[src/rtl/fifo_pkg.sv]
// Shared definitions for the asynchronous FIFO: default widths, Gray/binary
// pointer conversion and the output-buffer state encoding.
package fifo_pkg;

   localparam int ADDR_SIZE_DEF = 4;
   localparam int DATA_SIZE_DEF = 8;

   typedef enum logic [1:0] {
      BUF_EMPTY = 2'd0,
      BUF_ONE   = 2'd1,
      BUF_TWO   = 2'd2
   } buf_state_e;

   // Zero-extended operands make both conversions width-independent: callers
   // widen their pointer to 32 bits and size-cast the result back.
   function automatic logic [31:0] bin2gray(input logic [31:0] b);
      return b ^ (b >> 1);
   endfunction

   function automatic logic [31:0] gray2bin(input logic [31:0] g);
      logic [31:0] b;
      b[31] = g[31];
      for (int i = 30; i >= 0; i--) begin
         b[i] = b[i+1] ^ g[i];
      end
      return b;
   endfunction

endpackage

[src/rtl/fifo_read_ctrl_if.sv]
// Read-side bus of the asynchronous FIFO: synchronised write pointer, RAM read
// port and the downstream valid/ready stream.
interface fifo_read_ctrl_if #(
   parameter int ADDR_SIZE = 4,
   parameter int DATA_SIZE = 8
);
   logic [ADDR_SIZE:0]   RQ2_WPTR;
   logic [ADDR_SIZE:0]   RPTR;
   logic [ADDR_SIZE-1:0] RADDR;
   logic                 REN;
   logic [DATA_SIZE-1:0] RDATA_MEM;
   logic [DATA_SIZE-1:0] RDATA;
   logic                 RVALID;
   logic                 RREADY;
   logic                 REMPTY;
   logic                 RAEMPTY;
   logic [ADDR_SIZE:0]   RLEVEL;

   modport slave (
      input  RQ2_WPTR, RDATA_MEM, RREADY,
      output RPTR, RADDR, REN, RDATA, RVALID, REMPTY, RAEMPTY, RLEVEL
   );

   modport master (
      output RQ2_WPTR, RDATA_MEM, RREADY,
      input  RPTR, RADDR, REN, RDATA, RVALID, REMPTY, RAEMPTY, RLEVEL
   );

endinterface

[src/rtl/fifo_rd_skid.sv]
// Two-entry output buffer between the registered RAM read and the downstream
// stream; head word is presented registered and held while not popped.
module fifo_rd_skid
   import fifo_pkg::*;
#(
   parameter int DATA_SIZE = DATA_SIZE_DEF
) (
   input  logic                 clk,
   input  logic                 rst,
   input  logic                 push_i,
   input  logic [DATA_SIZE-1:0] push_dat_i,
   input  logic                 pop_i,
   output logic                 vld_o,
   output logic [DATA_SIZE-1:0] dat_o,
   output logic [1:0]           bcnt_o
);

   buf_state_e           state_q, state_d;
   logic [DATA_SIZE-1:0] head_q, head_d;
   logic [DATA_SIZE-1:0] tail_q, tail_d;

   always_ff @(posedge clk or posedge rst) begin
      if (rst) begin
         state_q <= BUF_EMPTY;
         head_q  <= '0;
         tail_q  <= '0;
      end else begin
         state_q <= state_d;
         head_q  <= head_d;
         tail_q  <= tail_d;
      end
   end

   always_comb begin
      state_d = state_q;
      head_d  = head_q;
      tail_d  = tail_q;
      case (state_q)
         BUF_EMPTY: begin
            if (push_i) begin
               state_d = BUF_ONE;
               head_d  = push_dat_i;
            end
         end
         BUF_ONE: begin
            if (push_i && !pop_i) begin
               state_d = BUF_TWO;
               tail_d  = push_dat_i;
            end else if (push_i && pop_i) begin
               head_d  = push_dat_i;
            end else if (pop_i) begin
               state_d = BUF_EMPTY;
            end
         end
         BUF_TWO: begin
            // The fetch throttle keeps push low here, so only a pop can occur.
            if (pop_i) begin
               state_d = BUF_ONE;
               head_d  = tail_q;
            end
         end
         default: begin
            state_d = BUF_EMPTY;
         end
      endcase
   end

   assign vld_o  = (state_q != BUF_EMPTY);
   assign dat_o  = head_q;
   assign bcnt_o = state_q;

endmodule

[src/rtl/fifo_read_ctrl.sv]
// Read-domain controller of the async FIFO: Gray/binary read pointer, empty and
// level flags, RAM read issue and prefetch into a 2-entry output buffer.
module fifo_read_ctrl
   import fifo_pkg::*;
#(
   parameter int ADDR_SIZE     = ADDR_SIZE_DEF,
   parameter int DATA_SIZE     = DATA_SIZE_DEF,
   parameter int AEMPTY_THRESH = 2
) (
   input  logic            RCLK,
   input  logic            RRST,
   fifo_read_ctrl_if.slave bus
);

   localparam int PW = ADDR_SIZE + 1;

   logic [PW-1:0]        rbin_q, rbin_d;
   logic [PW-1:0]        rptr_q, rptr_d;
   logic                 rempty_q, rempty_d;
   logic                 raempty_q, raempty_d;
   logic [PW-1:0]        rlevel_q, rlevel_d;
   logic                 pend_q, pend_d;

   logic [PW-1:0]        wbin;
   logic                 ren;
   logic                 pop;
   logic                 rvalid;
   logic [DATA_SIZE-1:0] rdata;
   logic [1:0]           bcnt;
   logic [2:0]           occ_next;

   assign wbin = PW'(gray2bin(32'(bus.RQ2_WPTR)));
   assign pop  = rvalid && bus.RREADY;

   // Buffer occupancy once this cycle's push and pop settle; never exceeds 2.
   assign occ_next = {1'b0, bcnt} + {2'b00, pend_q} - {2'b00, pop};

   // Fetch only if the slot the returning word needs is guaranteed free.
   assign ren = !rempty_q && (occ_next <= 3'd1);

   always_comb begin
      rbin_d    = rbin_q + PW'(ren);
      rptr_d    = PW'(bin2gray(32'(rbin_d)));
      rempty_d  = (rptr_d == bus.RQ2_WPTR);
      pend_d    = ren;
      rlevel_d  = (wbin - rbin_d) + PW'(pend_d) + PW'(occ_next[1:0]);
      raempty_d = (rlevel_d <= PW'(AEMPTY_THRESH));
   end

   always_ff @(posedge RCLK or posedge RRST) begin
      if (RRST) begin
         rbin_q    <= '0;
         rptr_q    <= '0;
         rempty_q  <= 1'b1;
         raempty_q <= 1'b1;
         rlevel_q  <= '0;
         pend_q    <= 1'b0;
      end else begin
         rbin_q    <= rbin_d;
         rptr_q    <= rptr_d;
         rempty_q  <= rempty_d;
         raempty_q <= raempty_d;
         rlevel_q  <= rlevel_d;
         pend_q    <= pend_d;
      end
   end

   fifo_rd_skid #(
      .DATA_SIZE (DATA_SIZE)
   ) u_skid (
      .clk        (RCLK),
      .rst        (RRST),
      .push_i     (pend_q),
      .push_dat_i (bus.RDATA_MEM),
      .pop_i      (pop),
      .vld_o      (rvalid),
      .dat_o      (rdata),
      .bcnt_o     (bcnt)
   );

   assign bus.RPTR    = rptr_q;
   assign bus.RADDR   = rbin_q[ADDR_SIZE-1:0];
   assign bus.REN     = ren;
   assign bus.RDATA   = rdata;
   assign bus.RVALID  = rvalid;
   assign bus.REMPTY  = rempty_q;
   assign bus.RAEMPTY = raempty_q;
   assign bus.RLEVEL  = rlevel_q;

endmodule

[src/flat_wrapper.sv]
// flat-port wrapper written by rule: the top's interface ports become plain ports
module fifo_read_ctrl_flat import fifo_pkg::*;
#(
   parameter int ADDR_SIZE     = ADDR_SIZE_DEF,
   parameter int DATA_SIZE     = DATA_SIZE_DEF,
   parameter int AEMPTY_THRESH = 2
)
  (RCLK, RRST, bus_RQ2_WPTR, bus_RDATA_MEM, bus_RREADY, bus_RPTR, bus_RADDR, bus_REN, bus_RDATA, bus_RVALID, bus_REMPTY, bus_RAEMPTY, bus_RLEVEL);
  fifo_read_ctrl_if #(.ADDR_SIZE(ADDR_SIZE), .DATA_SIZE(DATA_SIZE)) bus_i ();
  input  logic RCLK;
  input  logic RRST;
  input wire logic [$bits(bus_i.RQ2_WPTR)-1:0] bus_RQ2_WPTR;
  input wire logic [$bits(bus_i.RDATA_MEM)-1:0] bus_RDATA_MEM;
  input wire logic [$bits(bus_i.RREADY)-1:0] bus_RREADY;
  output wire logic [$bits(bus_i.RPTR)-1:0] bus_RPTR;
  output wire logic [$bits(bus_i.RADDR)-1:0] bus_RADDR;
  output wire logic [$bits(bus_i.REN)-1:0] bus_REN;
  output wire logic [$bits(bus_i.RDATA)-1:0] bus_RDATA;
  output wire logic [$bits(bus_i.RVALID)-1:0] bus_RVALID;
  output wire logic [$bits(bus_i.REMPTY)-1:0] bus_REMPTY;
  output wire logic [$bits(bus_i.RAEMPTY)-1:0] bus_RAEMPTY;
  output wire logic [$bits(bus_i.RLEVEL)-1:0] bus_RLEVEL;
  assign bus_i.RQ2_WPTR = bus_RQ2_WPTR;
  assign bus_i.RDATA_MEM = bus_RDATA_MEM;
  assign bus_i.RREADY = bus_RREADY;
  assign bus_RPTR = bus_i.RPTR;
  assign bus_RADDR = bus_i.RADDR;
  assign bus_REN = bus_i.REN;
  assign bus_RDATA = bus_i.RDATA;
  assign bus_RVALID = bus_i.RVALID;
  assign bus_REMPTY = bus_i.REMPTY;
  assign bus_RAEMPTY = bus_i.RAEMPTY;
  assign bus_RLEVEL = bus_i.RLEVEL;
  fifo_read_ctrl #(.ADDR_SIZE(ADDR_SIZE), .DATA_SIZE(DATA_SIZE), .AEMPTY_THRESH(AEMPTY_THRESH)) u_core (.RCLK(RCLK), .RRST(RRST), .bus(bus_i));
endmodule
[config.mk]
export PLATFORM = sky130hd
export DESIGN_NAME = fifo_read_ctrl_flat
export DESIGN_NICKNAME = d
export VERILOG_FILES = /design/src/rtl/fifo_pkg.sv /design/src/rtl/fifo_read_ctrl_if.sv /design/src/rtl/fifo_rd_skid.sv /design/src/rtl/fifo_read_ctrl.sv /design/src/flat_wrapper.sv
export SDC_FILE = /design/constraint.sdc
export NUM_CORES = 1
export LEC_CHECK = 0
export CAP_MARGIN = 20
export CORE_AREA = 4 4 78 80
export DETAILED_ROUTE_END_ITERATION = 10
export DIE_AREA = 0 0 82 84
export GPL_ROUTABILITY_DRIVEN = 0
export SLEW_MARGIN = 5
export SYNTH_ARGS = -nofsm -noshare
export SYNTH_HDL_FRONTEND = slang
export SYNTH_SLANG_ARGS = --single-unit
[constraint.sdc]
create_clock -name RCLK -period 12.1 [get_ports RCLK]
set_input_delay 1.815 -clock RCLK [delete_from_list [all_inputs] [get_ports RCLK]]
set_output_delay 1.815 -clock RCLK [all_outputs]
set_load 0.02 [all_outputs]
# == After elaboration in Yosys (flattened, before gate mapping) ==
# Cells that the tools add are included.
# op_classes
reduce_logical,12
eq_ne,9
mux,11
bitwise,5
n_lt_le_gt_ge,2
addsub,6
# op_table
op,n
2-to-1 mux 8 bit,4
case mux 8 bit (3 select lines),1
adder 5 x 1 -> 5 bit,2
2-to-1 mux 2 bit,5
case mux 2 bit (3 select lines),1
adder 5 x 2 -> 5 bit,1
== test 5 bit,1
less-or-equal comparator 5 x 2 -> 1 bit (second input constant),1
AND reduction 5 bit,1
subtractor 5 bit,1
XOR 5 x 4 -> 5 bit,1
logical AND 1 bit,4
!= test 2 x 1 -> 1 bit (second input constant),2
!= test 2 bit (second input constant),2
AND reduction 4 bit,1
XOR 1 bit,4
adder 2 x 1 -> 3 bit,1
less-or-equal comparator 3 x 1 -> 1 bit (second input constant),1
!= test 3 x 2 -> 1 bit (second input constant),1
!= test 3 bit (second input constant),1
nonzero test 3 bit,1
subtractor 3 x 1 -> 3 bit,1
== test 2 x 1 -> 1 bit (second input constant),1
== test 2 bit (second input constant),1
4 further kinds,5
# word_totals
register_bits,36

# == Longest topological paths before layout ==
# Gate-level depths: netlist of run 1.
# depth
depth_word,10
depth_mapped,20
ltp_nobuf,19

# == Hierarchy ==
# A second synthesis of run 1 with hierarchy kept.
# hier_totals
hier_cells,157
area_unflattened_um2,1938.1
# by_module_without_submodules
mod,area_each_um2,n_inst,seq_area_each_um2,cells_each
fifo_read_ctrl,1071.0,1,427.9,99
fifo_rd_skid,867.1,1,450.4,58

# == Least setup slack after synthesis of run 1 ==
# No wires, ideal clock.
# synth_path
path_kind,input port to flip-flop
from,input bus_RREADY
to,register u_core.raempty_q (netlist: u_core.bus.RAEMPTY)
path_slack_ns,6.174
setup_ns,0.099
t_arrival_ns,5.827
t_required_ns,12.001
path_buffers,1
stages,18
path_cell_list,nand2_1 > ha_1 > inv_1 > ha_1 > inv_1 > fa_1 > inv_1 > nor3_1 > ha_1 > ha_1 > clkbuf_1 > xor2_1 > ha_1 > fa_1 > nand3_1 > nand2_1 > xnor3_2 > a2111oi_4
# synth_via
elab_chain_cells,9
# synth_lines
element,line,source
from (decl),flat_wrapper.sv:14,input wire logic [$bits(bus_i.RREADY)-1:0] bus_RREADY;
logical AND 1 bit,fifo_read_ctrl.sv:33,assign pop = rvalid && bus.RREADY;
subtractor 3 x 1 -> 3 bit,fifo_read_ctrl.sv:36,"assign occ_next = {1'b0, bcnt} + {2'b00, pend_q} - {2'b00, pop};"
less-or-equal comparator 3 x 1 -> 1 bit,fifo_read_ctrl.sv:39,assign ren = !rempty_q && (occ_next <= 3'd1);
logical AND 1 bit,fifo_read_ctrl.sv:39,
via bus_REN,flat_wrapper.sv:17,output wire logic [$bits(bus_i.REN)-1:0] bus_REN;
adder 5 x 1 -> 5 bit,fifo_read_ctrl.sv:42,rbin_d = rbin_q + PW'(ren);
via u_core.rbin_d[1],fifo_read_ctrl.sv:17,"logic [PW-1:0] rbin_q, rbin_d;"
subtractor 5 bit,fifo_read_ctrl.sv:46,rlevel_d = (wbin - rbin_d) + PW'(pend_d) + PW'(occ_next[1:0]);
adder 5 x 1 -> 5 bit,fifo_read_ctrl.sv:46,
adder 5 x 2 -> 5 bit,fifo_read_ctrl.sv:46,
via u_core.rlevel_d[4],fifo_read_ctrl.sv:21,"logic [PW-1:0] rlevel_q, rlevel_d;"
less-or-equal comparator 5 x 2 -> 1 bit,fifo_read_ctrl.sv:47,raempty_d = (rlevel_d <= PW'(AEMPTY_THRESH));
via u_core.raempty_d,fifo_read_ctrl.sv:20,"logic raempty_q, raempty_d;"
to (signal assigned),fifo_read_ctrl.sv:62,raempty_q <= raempty_d;
to (decl),fifo_read_ctrl.sv:20,
# The timed path passes the listed nets, and every way through them passes these cells.
# A chain may end at the register's enable or synchronous reset.

# == Final worst setup path of run 1 ==
# layout_path
from,input bus_RREADY
to,output bus_REN
# layout_via
elab_chain_cells,4
# layout_lines
element,line
logical AND 1 bit,fifo_read_ctrl.sv:33
subtractor 3 x 1 -> 3 bit,fifo_read_ctrl.sv:36
less-or-equal comparator 3 x 1 -> 1 bit,fifo_read_ctrl.sv:39
logical AND 1 bit,fifo_read_ctrl.sv:39
to (decl),flat_wrapper.sv:17
# Every way passes these cells.

==> impl_metrics.csv, run 1 <==
group,metric,value,unit
run_status,status,"finished clean",
synthesis,synth_area_per_cell,11.44,um2
routing,drc,0,
finish,n_fill_cell,542,
global_routing,grt_max_degree,36,
timing,setup_tns,0,ns
routing,ant_nets,0,
routing,drtIter0Drc,21,
clocking,cts_hold_repair.buffers,0,
synthesis,synthTopCellsByArea,"dfrtp_1, mux2_2, ha_1, xor2_1, nand2_1",
timing,setup_viol,0,
timing,slew_headroom,0.5493,
finish,insertedDiodeCount,0,
synthesis,seq_area_frac_synth,0.4652,
critical_path,arrival,4.62,ns
clocking,numCtsBuffers,5,
clocking,clock-sinks,35,
finish,fin_nets,240,
min_path,worstHoldPathType,"flip-flop to flip-flop",
routing,drt-wirelength-per-cell,12.46,um
clocking,post_cts_buffers,0,
timing,min_period,6.436,ns
routing,routed_wl,3.526,mm
critical_path,end_kind,"output pin",
synthesis,yosys.area.top_type_share,0.4374,
timing,fin_crit_sh,0.5319,
global_routing,antenna_found_initial,0,
timing,clock_skew,0.005843,ns
placed_design,portBuffers,41,
routing,wl_met2,1.649,mm
global_routing,grt_pass1_wl,6.320,mm
die,start_util,0.3493,
synthesis,syn_inst,165,
timing,rsz0062_at_grt,"false",
placed_design,hpwl,2.652,mm
clocking,clkSlewWorstSetupHoldPaths,0.07,ns
critical_path,crit_required,10.28,ns
routing,via_per_inst,4.484,
finish,drive_above_1_share,0.1564,
timing,hold_viol_final,0,
clocking,cts_tree,"done",
critical_path,start_kind,"primary input",
clocking,cts.path.max_buffers,2,
synthesis,yosysWarnings,0,
die,core,5405,um2
die,dieHeight,84,um
synthesis,yosysTopAreaCell,"dfrtp_1",
clocking,clock-root-buffer,"clkbuf_8",
global_routing,grt_usage,0.1190,
die,die-area,6888,um2
synthesis,ys_seq_elements,35,
global_routing,grt_pass1_vias,1356,
synthesis,mappedNetlistArea,1888,um2
flow_run,cap_viol_max_count,0,
routing,wl_met1,1.592,mm
routing,vias,1269,
critical_path,crit_fanout,6,
global_routing,overflow,0,
clocking,cts-resized-gates,0,
die,num_rows,27,
clocking,htreeDepth,2,
clocking,clock_latency,0.28,ns
routing,highest_layer,"met4",
routing,wl_met3,269,um
critical_path,critical_path_class,"primary input to output pin",
routing,dr.pass1.iters,4,
timing,fmaxAchievable,155.4,MHz
synthesis,syn_nets,195,
finish,syn_to_final_growth,30.48,%
timing,tightest_slew,0.6746,ns
timing,drv_slew,0,
die,io_pins,42,
synthesis,ys_types,35,
die,die_width,82,um
[synthesized netlist by cell type]
master,number
o22ai_1,1
and2_1,2
nor2b_1,2
a2111oi_4,1
o21ai_0,2
nand3_2,1
nand2_1,28
buf_2,1
inv_1,11
clkbuf_1,3
a21o_1,2
or2_2,1
xnor3_2,2
nor2_1,5
a21oi_1,2
nand3b_1,1
ha_1,12
mux2i_1,1
mux2_2,16
a22oi_2,1
a22oi_1,1
xor2_1,13
a21boi_0,1
xor3_1,1
dfstp_2,2
o41ai_1,1
dfrtp_1,33
nor4_1,1
nor3_1,3
fa_1,2
nand2b_1,1
nand3_1,3
and2_0,1
o21bai_1,1
xnor2_1,6
[cell type report]
type / count / area [um2] / area share
Timing Repair Buffer: 42 / 417.9 / 0.1696
Sequential cell: 35 / 878.3 / 0.3565
Clock inverter: 3 / 15.01 / 0.006094
Clock buffer: 5 / 68.82 / 0.02793
Inverter: 11 / 41.29 / 0.01676
Tap cell: 72 / 90.09 / 0.03657
Multi-Input combinational cell: 115 / 952.2 / 0.3865
[path summary, 6_finish.rpt]
check,start,to,slack (ns),cells after the start
setup / recovery,bus_RREADY,bus_REN,5.66,10
hold / removal,u_core.u_skid.dat_o[4]$_DFFE_PP0P_,u_core.u_skid.dat_o[4]$_DFFE_PP0P_,0.51,1
setup reg to reg,u_core.u_skid.bcnt_o[1]$_DFFE_PP0P_,u_core.bus.RAEMPTY$_DFF_PP1_,7.38,18
hold reg to reg,u_core.u_skid.dat_o[4]$_DFFE_PP0P_,u_core.u_skid.dat_o[4]$_DFFE_PP0P_,0.51,1
max in group asynchronous,RRST,u_core.bus.RAEMPTY$_DFF_PP1_,9.81,3
min in group asynchronous,RRST,u_core.u_skid.dat_o[7]$_DFFE_PP0P_,1.94,3
[per-layer routing]
metal	vias up	track usage
met4	0	0.02719
met2	32	0.1852
met5	-	0
met1	593	0.1532
li1	642	-
met3	2	0.04860
[flip-flops by register name, summed over array words and instances, names as in the netlist]
| register | cells |
|---|---|
| u_core.u_skid.dat_o | 8 |
| u_core.u_skid.tail_q | 8 |
| u_core.pend_q | 1 |
| u_core.bus.REMPTY | 1 |
| u_core.bus.RLEVEL | 5 |
| u_core.u_skid.bcnt_o | 2 |
| u_core.rbin_q | 5 |
| u_core.bus.RAEMPTY | 1 |
| u_core.bus.RPTR | 4 |
[cells in the final DEF (no fill, tap or decap), drive strengths merged]
cell type	Yosys	routed
nand3	4	4
mux2	16	16
nor3	3	3
clkbuf	3	5
fa	2	2
o41ai	1	1
dfstp	2	2
clkinv	0	3
nand2	28	28
nor4	1	1
a21oi	2	2
mux2i	1	1
dfrtp	33	33
a22oi	2	2
xnor2	6	6
a21boi	1	1
inv	11	11
nor2b	2	2
ha	12	12
xor2	13	13
nand2b	1	1
xnor3	2	2
or2	1	1
o22ai	1	1
a2111oi	1	1
nor2	5	5
and2	3	3
o21ai	2	2
xor3	1	1
clkdlybuf4s50	0	41
o21bai	1	1
buf	1	1
a21o	2	2
nand3b	1	1
[kinds of logic after synthesis]
group	after synthesis	share of synthesized area
xor gates and xnor gates	22	0.1259
buffers and inverters	15	0.03048
muxes	17	0.1007
DFF	35	0.4652
and+or+nand+nor	49	0.1173
AOI/OAI and AO/OA	13	0.05965
adders and majority gates	14	0.1007
[stage by stage]
stage | cell area (um2) | std cells | worst slack [ns] | utilization | hold slack (ns)
after floorplan | 1888 | 165 | 6.174 | - | 0.4793
after global placement | 2380 | 275 | 5.677 | 0.4403 | 0.4862
after detailed placement | 2380 | 275 | 5.623 | 0.4403 | 0.4927
after CTS | 2464 | 283 | 5.617 | 0.4558 | 0.5113
after global routing | 2464 | 283 | 5.396 | 0.4558 | 0.5235
final | 2464 | 283 | 5.664 | 0.4558 | 0.5051
[worst max-delay path, cell delays in order]
cell	delay, ns
clkdlybuf4s50_1	0.57
nand2_1	0.10
ha_1	0.28
inv_1	0.05
ha_1	0.13
inv_1	0.05
fa_1	0.48
inv_1	0.07
nor3_1	0.38
clkdlybuf4s50_1	0.70
Power of run 1 is left out: the tool's default activity adds up to more than one toggle a clock period on the data nets, which glitch-free logic cannot reach.
==> run 2: changes to the inputs <==
==> constraint.sdc (replaced) <==
create_clock -name RCLK -period 5.3 [get_ports RCLK]
set_input_delay 0.795 -clock RCLK [delete_from_list [all_inputs] [get_ports RCLK]]
set_output_delay 0.795 -clock RCLK [all_outputs]
set_load 0.02 [all_outputs]
==> run 2 against run 1 <==
Against the previous run:
- cell area rose by 2.6%
- highest routed layer unchanged
- largest cell class unchanged
- clock skew barely moved
- critical endpoint is now u_core.bus.RAEMPTY$_DFF_PP1_
- count of clock-buffer cells in the layout increased by 1
- register-to-register slack got worse by 6.6 ns
- utilization rose by 1.2 points
==> impl_metrics.csv, run 2 (same netlist as run 1, synthesis figures left out) <==
group,metric,value,unit
critical_path,arrival,5.00,ns
die,core,5405,um2
timing,setup_viol,0,
critical_path,regToRegSetupSlack,0.81,ns
global_routing,grt_pass1_wl,6.361,mm
clocking,cts_hold_repair.buffers,0,
clocking,cts_tree,"done",
clocking,clock-root-buffer,"clkbuf_8",
finish,fin_area,2527,um2
routing,vias,1305,
routing,drc,0,
clocking,clkSlewWorstSetupHoldPaths,0.07,ns
routing,routed_wl,3.679,mm
run_status,status,"finished clean",
critical_path,r2r-end,"u_core.bus.RAEMPTY$_DFF_PP1_",
finish,layout_commonest_cell,"clkdlybuf4s50_1",
critical_path,crit_required,5.49,ns
routing,via_per_inst,4.547,
finish,insertedDiodeCount,0,
timing,clock_skew,0.005497,ns
global_routing,overflow,0,
min_path,min_to,"u_core.u_skid.dat_o[2]$_DFFE_PP0P_",
min_path,min_from,"u_core.u_skid.dat_o[2]$_DFFE_PP0P_",
clocking,clock-sinks,35,
finish,fin_nets,244,
routing,ant_nets,0,
global_routing,grt_max_degree,36,
clocking,htreeDepth,2,
timing,setup_tns,0,ns
critical_path,crit_fanout,6,
min_path,whs_path_depth,1,
placed_design,portBuffers,41,
placed_design,place_area,2410,um2
clocking,cts-resized-gates,0,
clocking,post_cts_buffers,0,
routing,drtIter0Drc,27,
die,io_pins,42,
timing,min_period,4.806,ns
routing,dr.pass1.iters,4,
timing,tightest_slew,0.6670,ns
global_routing,grt_usage,0.1217,
clocking,clock_latency,0.29,ns
global_routing,antenna_found_initial,0,
timing,drv_slew,0,
critical_path,rr_startpoint,"u_core.u_skid.bcnt_o[1]$_DFFE_PP0P_",
placed_design,hpwl,2.726,mm
timing,slew_headroom,0.5544,
critical_path,r2r_cells,18,
critical_path,start_kind,"primary input",
die,die-area,6888,um2
flow_run,cap_viol_max_count,0,
min_path,worstHoldPathType,"flip-flop to flip-flop",
critical_path,critical_path_class,"primary input to flip-flop",
clocking,numCtsBuffers,5,
die,dieHeight,84,um
die,die_width,82,um
routing,drt-wirelength-per-cell,12.82,um
timing,rsz0062_at_grt,"false",
critical_path,end_kind,"flip-flop",
die,num_rows,27,
finish,layout_common_cells,"clkdlybuf4s50_1, dfrtp_1, nand2_1",
timing,hold_viol_final,0,
die,start_util,0.3493,
global_routing,grt_pass1_vias,1358,
timing,fin_crit_sh,0.9067,
clocking,cts.path.max_buffers,2,
finish,drive_above_1_share,0.1721,
finish,syn_to_final_growth,33.86,%
timing,fmaxAchievable,208.1,MHz
==> run 2: cell count changes in the layout (fill, tap and decap cells not counted) <==
cell / delta
buf_4: +4
clkinv_2: -2
bufinv_16: +1
clkbuf_8: +1
==> run 2: layout make-up <==
type,count,area [um2]
Timing Repair Buffer,46,447.9
Clock inverter,2,35.03
Multi-Input combinational cell,115,952.2
Tap cell,72,90.09
Clock buffer,6,82.58
Inverter,11,41.29
Fill cell,531,2878
Sequential cell,35,878.3
==> run 2: worst max-delay path by stage <==
stage,start,to,slack (ns),cells past startpoint
floorplan,u_core.u_skid.bcnt_o[1]$_DFFE_PP0P_,u_core.bus.RAEMPTY$_DFF_PP1_,0.35,19
CTS,bus_RREADY,u_core.bus.RAEMPTY$_DFF_PP1_,0.45,18
global placement,bus_RREADY,u_core.bus.RAEMPTY$_DFF_PP1_,0.25,18
global route,bus_RREADY,u_core.bus.RAEMPTY$_DFF_PP1_,0.24,18
finish,bus_RREADY,u_core.bus.RAEMPTY$_DFF_PP1_,0.49,18
detailed placement,bus_RREADY,u_core.bus.RAEMPTY$_DFF_PP1_,0.14,18
==> run 2: per-layer routing <==
layer | GRT usage | vias to the layer above | wire [um]
met5 | 0 | - | 0
met4 | 0.05438 | 0 | 71
met3 | 0.03456 | 8 | 228
met2 | 0.1888 | 33 | 1668
li1 | - | 648 | -
met1 | 0.1549 | 616 | 1710
==> run 2: worst max-delay path: stages <==
cell             delay (ns)
clkdlybuf4s50_1        0.57
nand2_1                0.11
ha_1                   0.28
inv_1                  0.05
ha_1                   0.13
inv_1                  0.04
fa_1                   0.47
inv_1                  0.06
nor3_1                 0.25
ha_1                   0.25
ha_1                   0.27
xor2_1                 0.18
ha_1                   0.37
fa_1                   0.49
nand3_1                0.09
nand2_1                0.06
xnor3_2                0.26
a2111oi_4              0.27
==> run 2: per-stage QoR <==
step	util	hold WS, ns	setup WS (ns)	cells
after floorplan	-	0.4793	0.3461	165
after global placement	0.4458	0.4864	0.2509	279
after detailed placement	0.4458	0.4936	0.1434	279
after CTS	0.4676	0.5107	0.4503	287
after global routing	0.4676	0.5176	0.2377	287
final	0.4676	0.5039	0.4945	287
Power of run 2 is left out for the same reason.
==> run 3: changes to the inputs <==
--- a/config.mk
+++ b/config.mk
@@ -6,9 +6,9 @@
 export NUM_CORES = 1
 export LEC_CHECK = 0
 export CAP_MARGIN = 20
-export CORE_AREA = 4 4 78 80
+export CORE_AREA = 2 2 76 78
 export DETAILED_ROUTE_END_ITERATION = 10
-export DIE_AREA = 0 0 82 84
+export DIE_AREA = 0 0 78 80
 export GPL_ROUTABILITY_DRIVEN = 0
 export SLEW_MARGIN = 5
 export SYNTH_ARGS = -nofsm -noshare
==> run 3 against run 2 <==
Against the previous run:
- non-clock buffer count stayed put
- die area fell by 9.4%
- count of clock-buffer cells in the layout did not move
- utilization is 0.28 points higher
- worst hold slack better by 0.0033 ns
- first-iteration DRC count increased by 140%
- sequential share of layout area decreased by 0.21 points
- flip-flop and latch count unchanged
- cell area up 0.59%
==> impl_metrics.csv, run 3 (same netlist as run 1, synthesis figures left out) <==
group,metric,value,unit
clocking,cts-resized-gates,0,
clocking,clock_latency,0.29,ns
finish,insertedDiodeCount,0,
die,dieHeight,80,um
critical_path,critical_path_class,"primary input to flip-flop",
timing,hold_viol_final,0,
global_routing,grt_usage,0.1266,
finish,drive_above_1_share,0.1674,
routing,drc,0,
min_path,min_from,"u_core.u_skid.dat_o[7]$_DFFE_PP0P_",
critical_path,r2r-end,"u_core.bus.RAEMPTY$_DFF_PP1_",
critical_path,r2r_cells,18,
routing,via_per_inst,4.491,
critical_path,cp-startpoint,"bus_RREADY",
routing,routed_wl,3.585,mm
global_routing,overflow,0,
critical_path,crit_fanout,6,
critical_path,start_kind,"primary input",
clocking,clock-root-buffer,"clkbuf_8",
timing,fmaxAchievable,208.0,MHz
timing,drv_slew,0,
routing,dr.pass1.iters,4,
timing,rsz0062_at_grt,"false",
routing,vias,1289,
die,core,5405,um2
critical_path,crit_end,"u_core.bus.RAEMPTY$_DFF_PP1_",
critical_path,regToRegSetupSlack,0.79,ns
routing,drt-wirelength-per-cell,12.49,um
min_path,worstHoldPathType,"flip-flop to flip-flop",
timing,slew_headroom,0.5535,
placed_design,portBuffers,41,
finish,syn_to_final_growth,34.66,%
die,die_width,78,um
die,num_rows,27,
finish,n_fill_cell,515,
timing,fin_crit_sh,0.9070,
timing,setup_ws,0.4928,ns
global_routing,grt_pass1_vias,1281,
finish,layout_common_cells,"clkdlybuf4s50_1, dfrtp_1, nand2_1",
die,io_pins,42,
min_path,whs_path_depth,1,
clocking,clkSlewWorstSetupHoldPaths,0.07,ns
global_routing,grt_max_degree,36,
clocking,cts_tree,"done",
run_status,status,"finished clean",
clocking,htreeDepth,2,
clocking,cts.path.max_buffers,2,
placed_design,place_ws,0.1561,ns
timing,setup_viol,0,
finish,fin_area,2542,um2
critical_path,end_kind,"flip-flop",
clocking,cts_hold_repair.buffers,0,
timing,clock_skew,0.006655,ns
timing,setup_tns,0,ns
finish,layout_commonest_cell,"clkdlybuf4s50_1",
timing,tightest_slew,0.6683,ns
die,start_util,0.3493,
timing,min_period,4.807,ns
global_routing,antenna_found_initial,0,
critical_path,arrival,4.99,ns
routing,ant_nets,0,
placed_design,place_area,2410,um2
routing,drtIter0Drc,65,
critical_path,rr_startpoint,"u_core.u_skid.bcnt_o[1]$_DFFE_PP0P_",
clocking,numCtsBuffers,5,
global_routing,grt_pass1_wl,6.134,mm
clocking,post_cts_buffers,0,
critical_path,crit_required,5.49,ns
finish,final_util,0.4704,
finish,fin_nets,244,
flow_run,cap_viol_max_count,0,
clocking,clock-sinks,35,
die,die-area,6240,um2
placed_design,hpwl,2.665,mm
run 3: changes by cell type in the layout (fill, tap and decap cells not counted), sizes merged:
cell,delta
bufinv,+1
clkinv,-1
run 3: worst min-delay path by stage:
stage,endpoint,slack [ns]
floorplan,u_core.u_skid.tail_q[0]$_DFFE_PP0P_,0.48
global placement,u_core.u_skid.tail_q[6]$_DFFE_PP0P_,0.49
detailed placement,u_core.u_skid.dat_o[7]$_DFFE_PP0P_,0.49
CTS,u_core.u_skid.dat_o[7]$_DFFE_PP0P_,0.51
global route,u_core.u_skid.tail_q[6]$_DFFE_PP0P_,0.52
finish,u_core.u_skid.dat_o[7]$_DFFE_PP0P_,0.51
run 3: area by class of cell:
class,instances,area (um2),area share
multi-input cells,115,952.2,0.3745
well taps,72,90.09,0.03543
clock inverters,2,60.06,0.02362
inverters,11,41.29,0.01624
clock buffers,6,72.57,0.02854
repair buffers,46,447.9,0.1762
flip-flops and latches,35,878.3,0.3455
run 3: through the flow:
stage / instances / hold WS [ns]
2_1_floorplan: 165 / 0.4793
3_3_place_gp: 279 / 0.4865
3_5_place_dp: 279 / 0.4936
4_1_cts: 287 / 0.5112
5_1_grt: 287 / 0.5182
6_report: 287 / 0.5072
run 3: metal layers:
| layer | track usage | routed length, um | share of wire |
|---|---|---|---|
| met5 | 0 | 0 | 0 |
| met2 | 0.1974 | 1591 | 0.44 |
| met3 | 0.03394 | 169 | 0.047 |
| met1 | 0.1729 | 1782 | 0.50 |
| met4 | 0.03684 | 42 | 0.012 |
run 3: worst max-delay path, stage by stage:
cell and delay (ns):
clkdlybuf4s50_1 0.57, nand2_1 0.10, ha_1 0.27, inv_1 0.06
ha_1 0.13, inv_1 0.04, fa_1 0.48, inv_1 0.06
nor3_1 0.27, ha_1 0.26, ha_1 0.27, xor2_1 0.18
ha_1 0.36, fa_1 0.47, nand3_1 0.09, nand2_1 0.06
xnor3_2 0.26, a2111oi_4 0.27
Power of run 3 is left out for the same reason.
